===== src/rtl/pci_cmd_control_if.sv =====
// Bus bundle for the PCI command decoder: initiator/target control lines in,
// latched command and storage strobes out.
interface pci_cmd_control_if;
  logic       Frame;
  logic       Irdy;
  logic       Devsel;
  logic [3:0] CBE;
  logic [1:0] rw;
  logic       RE;
  logic       WE;

  modport master (
    output Frame, Irdy, Devsel, CBE,
    input  rw, RE, WE
  );

  modport slave (
    input  Frame, Irdy, Devsel, CBE,
    output rw, RE, WE
  );
endinterface


===== src/rtl/pci_cmd_control.sv =====
// PCI command decoder: latches the address-phase command and produces
// one-cycle read/write strobes for every claimed, ready data phase.
module pci_cmd_control (
  input  logic                Clock,
  input  logic                RST,
  pci_cmd_control_if.slave    bus
);

  typedef enum logic [1:0] {
    IDLE   = 2'b00,
    DATA   = 2'b01,
    IGNORE = 2'b10
  } state_t;

  state_t     state_reg, state_next;
  logic [1:0] rw_reg, rw_next;
  // Set once an idle bus edge has been seen; a transaction already under way
  // when reset releases must run to completion before a new one is accepted.
  logic       armed_reg, armed_next;
  logic       bus_idle;

  assign bus_idle = bus.Frame & bus.Irdy;

  always_ff @(posedge Clock) begin
    if (RST) begin
      state_reg <= IDLE;
      rw_reg    <= 2'b00;
      armed_reg <= 1'b0;
    end else begin
      state_reg <= state_next;
      rw_reg    <= rw_next;
      armed_reg <= armed_next;
    end
  end

  always_comb begin
    state_next = state_reg;
    rw_next    = rw_reg;
    armed_next = armed_reg | bus_idle;
    case (state_reg)
      IDLE: begin
        rw_next = 2'b00;
        if (!bus.Frame && armed_reg) begin
          armed_next = 1'b0;
          case (bus.CBE)
            4'b0110: begin
              rw_next    = 2'b01;
              state_next = DATA;
            end
            4'b0111: begin
              rw_next    = 2'b10;
              state_next = DATA;
            end
            default: begin
              rw_next    = 2'b11;
              state_next = IGNORE;
            end
          endcase
        end
      end
      DATA, IGNORE: begin
        if (bus_idle) begin
          rw_next    = 2'b00;
          state_next = IDLE;
        end
      end
      default: begin
        rw_next    = 2'b00;
        state_next = IDLE;
      end
    endcase
  end

  assign bus.rw = rw_reg;
  assign bus.RE = (state_reg == DATA) && (rw_reg == 2'b01) && !bus.Devsel && !bus.Irdy;
  assign bus.WE = (state_reg == DATA) && (rw_reg == 2'b10) && !bus.Devsel && !bus.Irdy;

endmodule


===== src/flat_wrapper.sv =====
// flat-port wrapper written by rule: the top's interface ports become plain ports
module pci_cmd_control_flat 
  (Clock, RST, bus_Frame, bus_Irdy, bus_Devsel, bus_CBE, bus_rw, bus_RE, bus_WE);
  pci_cmd_control_if bus_i ();
  input  logic Clock;
  input  logic RST;
  input wire logic [$bits(bus_i.Frame)-1:0] bus_Frame;
  input wire logic [$bits(bus_i.Irdy)-1:0] bus_Irdy;
  input wire logic [$bits(bus_i.Devsel)-1:0] bus_Devsel;
  input wire logic [$bits(bus_i.CBE)-1:0] bus_CBE;
  output wire logic [$bits(bus_i.rw)-1:0] bus_rw;
  output wire logic [$bits(bus_i.RE)-1:0] bus_RE;
  output wire logic [$bits(bus_i.WE)-1:0] bus_WE;
  assign bus_i.Frame = bus_Frame;
  assign bus_i.Irdy = bus_Irdy;
  assign bus_i.Devsel = bus_Devsel;
  assign bus_i.CBE = bus_CBE;
  assign bus_rw = bus_i.rw;
  assign bus_RE = bus_i.RE;
  assign bus_WE = bus_i.WE;
  pci_cmd_control u_core (.Clock(Clock), .RST(RST), .bus(bus_i));
endmodule

===== config.mk =====
export PLATFORM = sky130hd
export DESIGN_NAME = pci_cmd_control_flat
export DESIGN_NICKNAME = d
export VERILOG_FILES = /design/src/rtl/pci_cmd_control_if.sv /design/src/rtl/pci_cmd_control.sv /design/src/flat_wrapper.sv
export SDC_FILE = /design/constraint.sdc
export NUM_CORES = 1
export LEC_CHECK = 0
export CORE_AREA = 3 3 40 42
export CTS_CLUSTER_SIZE = 16
export DETAILED_ROUTE_END_ITERATION = 12
export DIE_AREA = 0 0 43 45
export GPL_ROUTABILITY_DRIVEN = 0
export PLACE_DENSITY = 0.54
export REMOVE_ABC_BUFFERS = 1
export SETUP_SLACK_MARGIN = 0.1
export SYNTH_ARGS = -nofsm -noshare
export SYNTH_HDL_FRONTEND = slang
export SYNTH_SLANG_ARGS = --single-unit

===== constraint.sdc =====
create_clock -name Clock -period 1.32 [get_ports Clock]
set_input_delay 0.264 -clock Clock [delete_from_list [all_inputs] [get_ports Clock]]
set_output_delay 0.264 -clock Clock [all_outputs]
set_load 0.03 [all_outputs]

# Word level (Yosys, flattened, before mapping)
# Cells that the tools add are included.
[totals]
input_bits = 9
output_inout_bits = 4
elab_cells = 36
ff_bits = 5
[op_classes]
n_mux = 9
n_reduce_logical = 14
n_bitwise = 2
eq_ne = 8
[ops]
columns = ["operator", "n"]
rows = [
  ["2-bit one-hot mux with 2 select lines", 3],
  ["4-bit by 3-bit equality test with 1-bit output (second input constant)", 2],
  ["2-bit 2-to-1 mux", 4],
  ["1-bit logical AND", 7],
  ["2-bit by 1-bit equality test with 1-bit output (second input constant)", 2],
  ["2-bit equality test (second input constant)", 2],
  ["2-bit by 1-bit inequality test with 1-bit output (second input constant)", 2],
  ["2-bit OR reduction", 2],
  ["1-bit zero test", 3],
  ["2-bit zero test", 1],
  ["1-bit 2-to-1 mux", 2],
  ["2-bit AND reduction", 1],
  ["1-bit bitwise AND", 1],
  ["1-bit OR", 1],
]

# Logic depth before layout (Yosys ltp)
[depth]
word_depth = 5
mapped_depth = 5
ltp_nobuf = 5

# Worst setup path after synthesis
# OpenSTA, ideal clock, no wires.
[synth_path]
path_type = "flip-flop to output port"
startpoint = "register u_core.rw_reg[1] (netlist: u_core.bus.rw[1])"
endpoint = "output bus_WE"
arrival_ps = 1300
required_time_ps = 1056
path_buffers = 0
slack_ps = -244
path_stages_with_launch = 2
path_cell_list = "dfxtp_1 -> nor3b_1"
[synth_via]
elab_chain_len = 4
[synth_rtl]
columns = ["item", "line_no", "text"]
rows = [
  ["start: declaration", "pci_cmd_control.sv:16", "logic [1:0] rw_reg, rw_next;"],
  ["start signal: assignment", "pci_cmd_control.sv:31", "rw_reg <= rw_next;"],
  ["2-bit equality test", "pci_cmd_control.sv:76", "assign bus.WE = (state_reg == DATA) && (rw_reg == 2'b10) && !bus.Devsel && !bus.Irdy;"],
  ["1-bit logical AND (3 in a row)", "pci_cmd_control.sv:76", ""],
  ["end: declaration", "flat_wrapper.sv:13", "output wire logic [$bits(bus_i.WE)-1:0] bus_WE;"],
]
# Every way passes these cells.

# Worst setup path after layout
[layout_path]
startpoint = "register u_core.state_reg[1]"
endpoint = "output bus_RE"
[layout_via]
elab_chain_len = 4
[layout_rtl]
columns = ["item", "line_no", "text"]
rows = [
  ["start: declaration", "pci_cmd_control.sv:15", "state_t state_reg, state_next;"],
  ["start signal: assignment", "pci_cmd_control.sv:30", "state_reg <= state_next;"],
  ["2-bit by 1-bit equality test with 1-bit output", "pci_cmd_control.sv:75", "assign bus.RE = (state_reg == DATA) && (rw_reg == 2'b01) && !bus.Devsel && !bus.Irdy;"],
  ["1-bit logical AND (3 in a row)", "pci_cmd_control.sv:75", ""],
  ["end: declaration", "flat_wrapper.sv:12", "output wire logic [$bits(bus_i.RE)-1:0] bus_RE;"],
]
# Every way passes these cells.

==> summary.md <==
| Metric | Value |
|---|---|
| Critical Path Slowest Stage Cell | dfxtp_2 |
| Routed Antenna Nets | 0 |
| WP data arrival | 1.21 ns |
| CP required | 1.06 ns |
| Layout cells sized above 1 | 50.9% |
| Count of cell types in the netlist | 16 |
| MaxCap Viol Count | 0 |
| Unrepaired setup endpoints after global routing | yes |
| Status | finished, violations left |
| Crit end category | output pin |
| Remaining DRCs | 0 |
| Commonest non-fill, non-tap cell in the layout | buf_4 |
| Max stage delay on crit path | 0.31 ns |
| Flip-flop and latch area | 103 um^2 |
| Synthesis Warnings | 0 |
| Core box area | 0.00128 mm^2 |
| IO Port Bufs | 12 |
| Post-synth EDFFs | 0 |
| Via/cell ratio | 4.28 |
| Clk_skew | 0.00190 ns |
| Root Buffer | clkbuf_4 |
| Post-Layout Cell Count | 68 |
| Hold Fails Final Rpt | 0 |
| Worst path cell trace | inv_2 -> buf_6 -> ha_4 -> nand2_4 -> nor3b_2 -> buf_4 |
| Final worst setup slack | -0.154 ns |
| Die Height | 45 um |
| Hold depth | 2 |
| Filler Cells Inserted | 131 |
| Die area | 0.00194 mm^2 |
| Violated checks | setup timing |
| I/O pin count | 13 |
| Via count | 291 |
| Post-Syn Area per Cell | 9.72 um^2 |
| VDD IR max | 0.000378 V |
| Final setup viols | 6 |
| Setup TNS Final | -0.516 ns |
| Antenna fix cells | 0 |
| First-pass GRT wire length | 1090 um |
| Pwr dens | 740 mW/mm^2 |
| Drt first pass iters | 3 |
| Fin crit share | 112% |
| Final HPWL DP | 513 um |
| Synthesized instance count | 30 |
| Vias in the first global route | 278 |
| Placed cell count | 63 |
| Minimum clock period | 1.47 ns |
| FF+latch count, synth | 5 |
| R2R Setup Slk | -0.07 ns |
| Final core utilization | 42.7% |
| Starting Density | 22.7% |
| Remaining Overflow, GRT | 0 |
| Top_reg_cell synth | dfxtp_1 |
| Mapped Area | 292 um^2 |
| H-tree Lvls | 1 |
| Clock Latency Late Sink | 0.24 ns |
| Initial antenna violation count | 0 |
| Maximum root-to-sink buffer count | 2 |
| Fmax | 678 MHz |
| Initial DRC Count | 2 |
| Critical path class | reg -> out |
| Row count | 13 |
| FFs w/ async S/R, synth | 0% |
| GRT Resource Usage Total | 7.99% |
| CTS clk-pin slew, worst paths | 0.04 ns |
| Reg2Reg Depth | 6 |
| Multi-input logic area | 225 um^2 |
| Min-delay worst type | reg -> reg |
| Final #Nets | 65 |
| Post-DR wirelength/cell | 9.28 um |
| Largest net degree at the start of global routing | 5 |
| Final Max Tran Viols | 0 |
| Worst hold margin | 0.481 ns |
| Max-Slew Margin vs Limit | 85.7% |
| Chip width | 43 um |
| Worst-Margin Slew | 0.214 ns |
| Crit Path Max Fanout | 2 |
| Worst setup SP type | flop |
| Seq/Total Area, Yosys | 34.3% |
| Most frequent cells in the layout | buf_4, clkdlybuf4s50_1, a22o_1 |
| TritonCTS Buffers | 3 |
| CTS Sinks | 5 |
| Final wirelength | 631 um |
| CTS tree | done |
| P&R area growth vs syn | 88.4% |
| Pleak | 0.233 nW |
-- through the flow --
stage                     total power, mW  setup slack, ns  instance area, um^2
after global routing                0.434           -0.223                  549
after CTS                           0.417           -0.154                  546
after floorplan                     0.187           -0.244                  292
after detailed placement            0.230           -0.221                  468
final                               0.406           -0.154                  549
after global placement              0.230           -0.202                  468
-- critical path, delay by kind of cell (launching register included) --
family,cells,cell delay (ns)
buffers and inverters,3,0.32
flip-flops,1,0.31
adder cells (fa/ha/maj),1,0.12
AND/OR/NAND/NOR,2,0.22
-- worst paths after layout --
check | startpoint | end
min reg2reg | u_core.armed_reg$_SDFF_PP0_ | u_core.armed_reg$_SDFF_PP0_
min | u_core.armed_reg$_SDFF_PP0_ | u_core.armed_reg$_SDFF_PP0_
max | u_core.state_reg[1]$_SDFFE_PP0P_ | bus_RE
max reg2reg | u_core.state_reg[1]$_SDFFE_PP0P_ | u_core.state_reg[0]$_SDFFE_PP0P_
-- what timing repair did --
item,CTS,global route
hold buffers,0,0
pin swaps,8,3
buffers inserted,1,0
setup endpoints to repair,7,7
endpoints found under the hold margin,0,0
gates resized for setup,14,4
cloned,0,0
-- final cells by class --
class                           count  area share [%]
Tap cell                           15            3.42
Clock buffer                        4            4.78
Multi-Input combinational cell     22            41.0
Timing Repair Buffer               19            30.1
Inverter                            3            2.05
Sequential cell                     5            18.7
-- per-layer routing --
metal	vias to the layer above	global-route usage, %	part of all wire [%]	wire [um]
li1	155	-	-	-
met1	127	7.95	43	272
met4	0	5.42	0	0
met5	-	0	0	0
met3	0	4.78	6.5	41
met2	9	12.6	50	316
-- Yosys cell counts (2+ instances only) --
cell	instances	area (um^2)
dfxtp_1	5	100
inv_1	3	11.3
a22o_1	4	35.0
nor2_1	2	7.51
ha_1	2	25.0
nor3b_1	2	15.0
nand2_1	3	11.3
-- cells by family after synthesis --
kind of cell	share of synthesized area [%]
and+or+nand+nor	30.0
AOI/OAI and AO/OA	23.2
DFF	34.3
buffers and inverters	3.86
adders and majority gates	8.58
-- power by group --
part	internal, mW	leakage, nW	switching [mW]
registers	0.157	0.0416	0.00309
clock network	0.114	0.0150	0.0586
logic	0.0454	0.176	0.0285
Power figures use the tool's default switching activity.
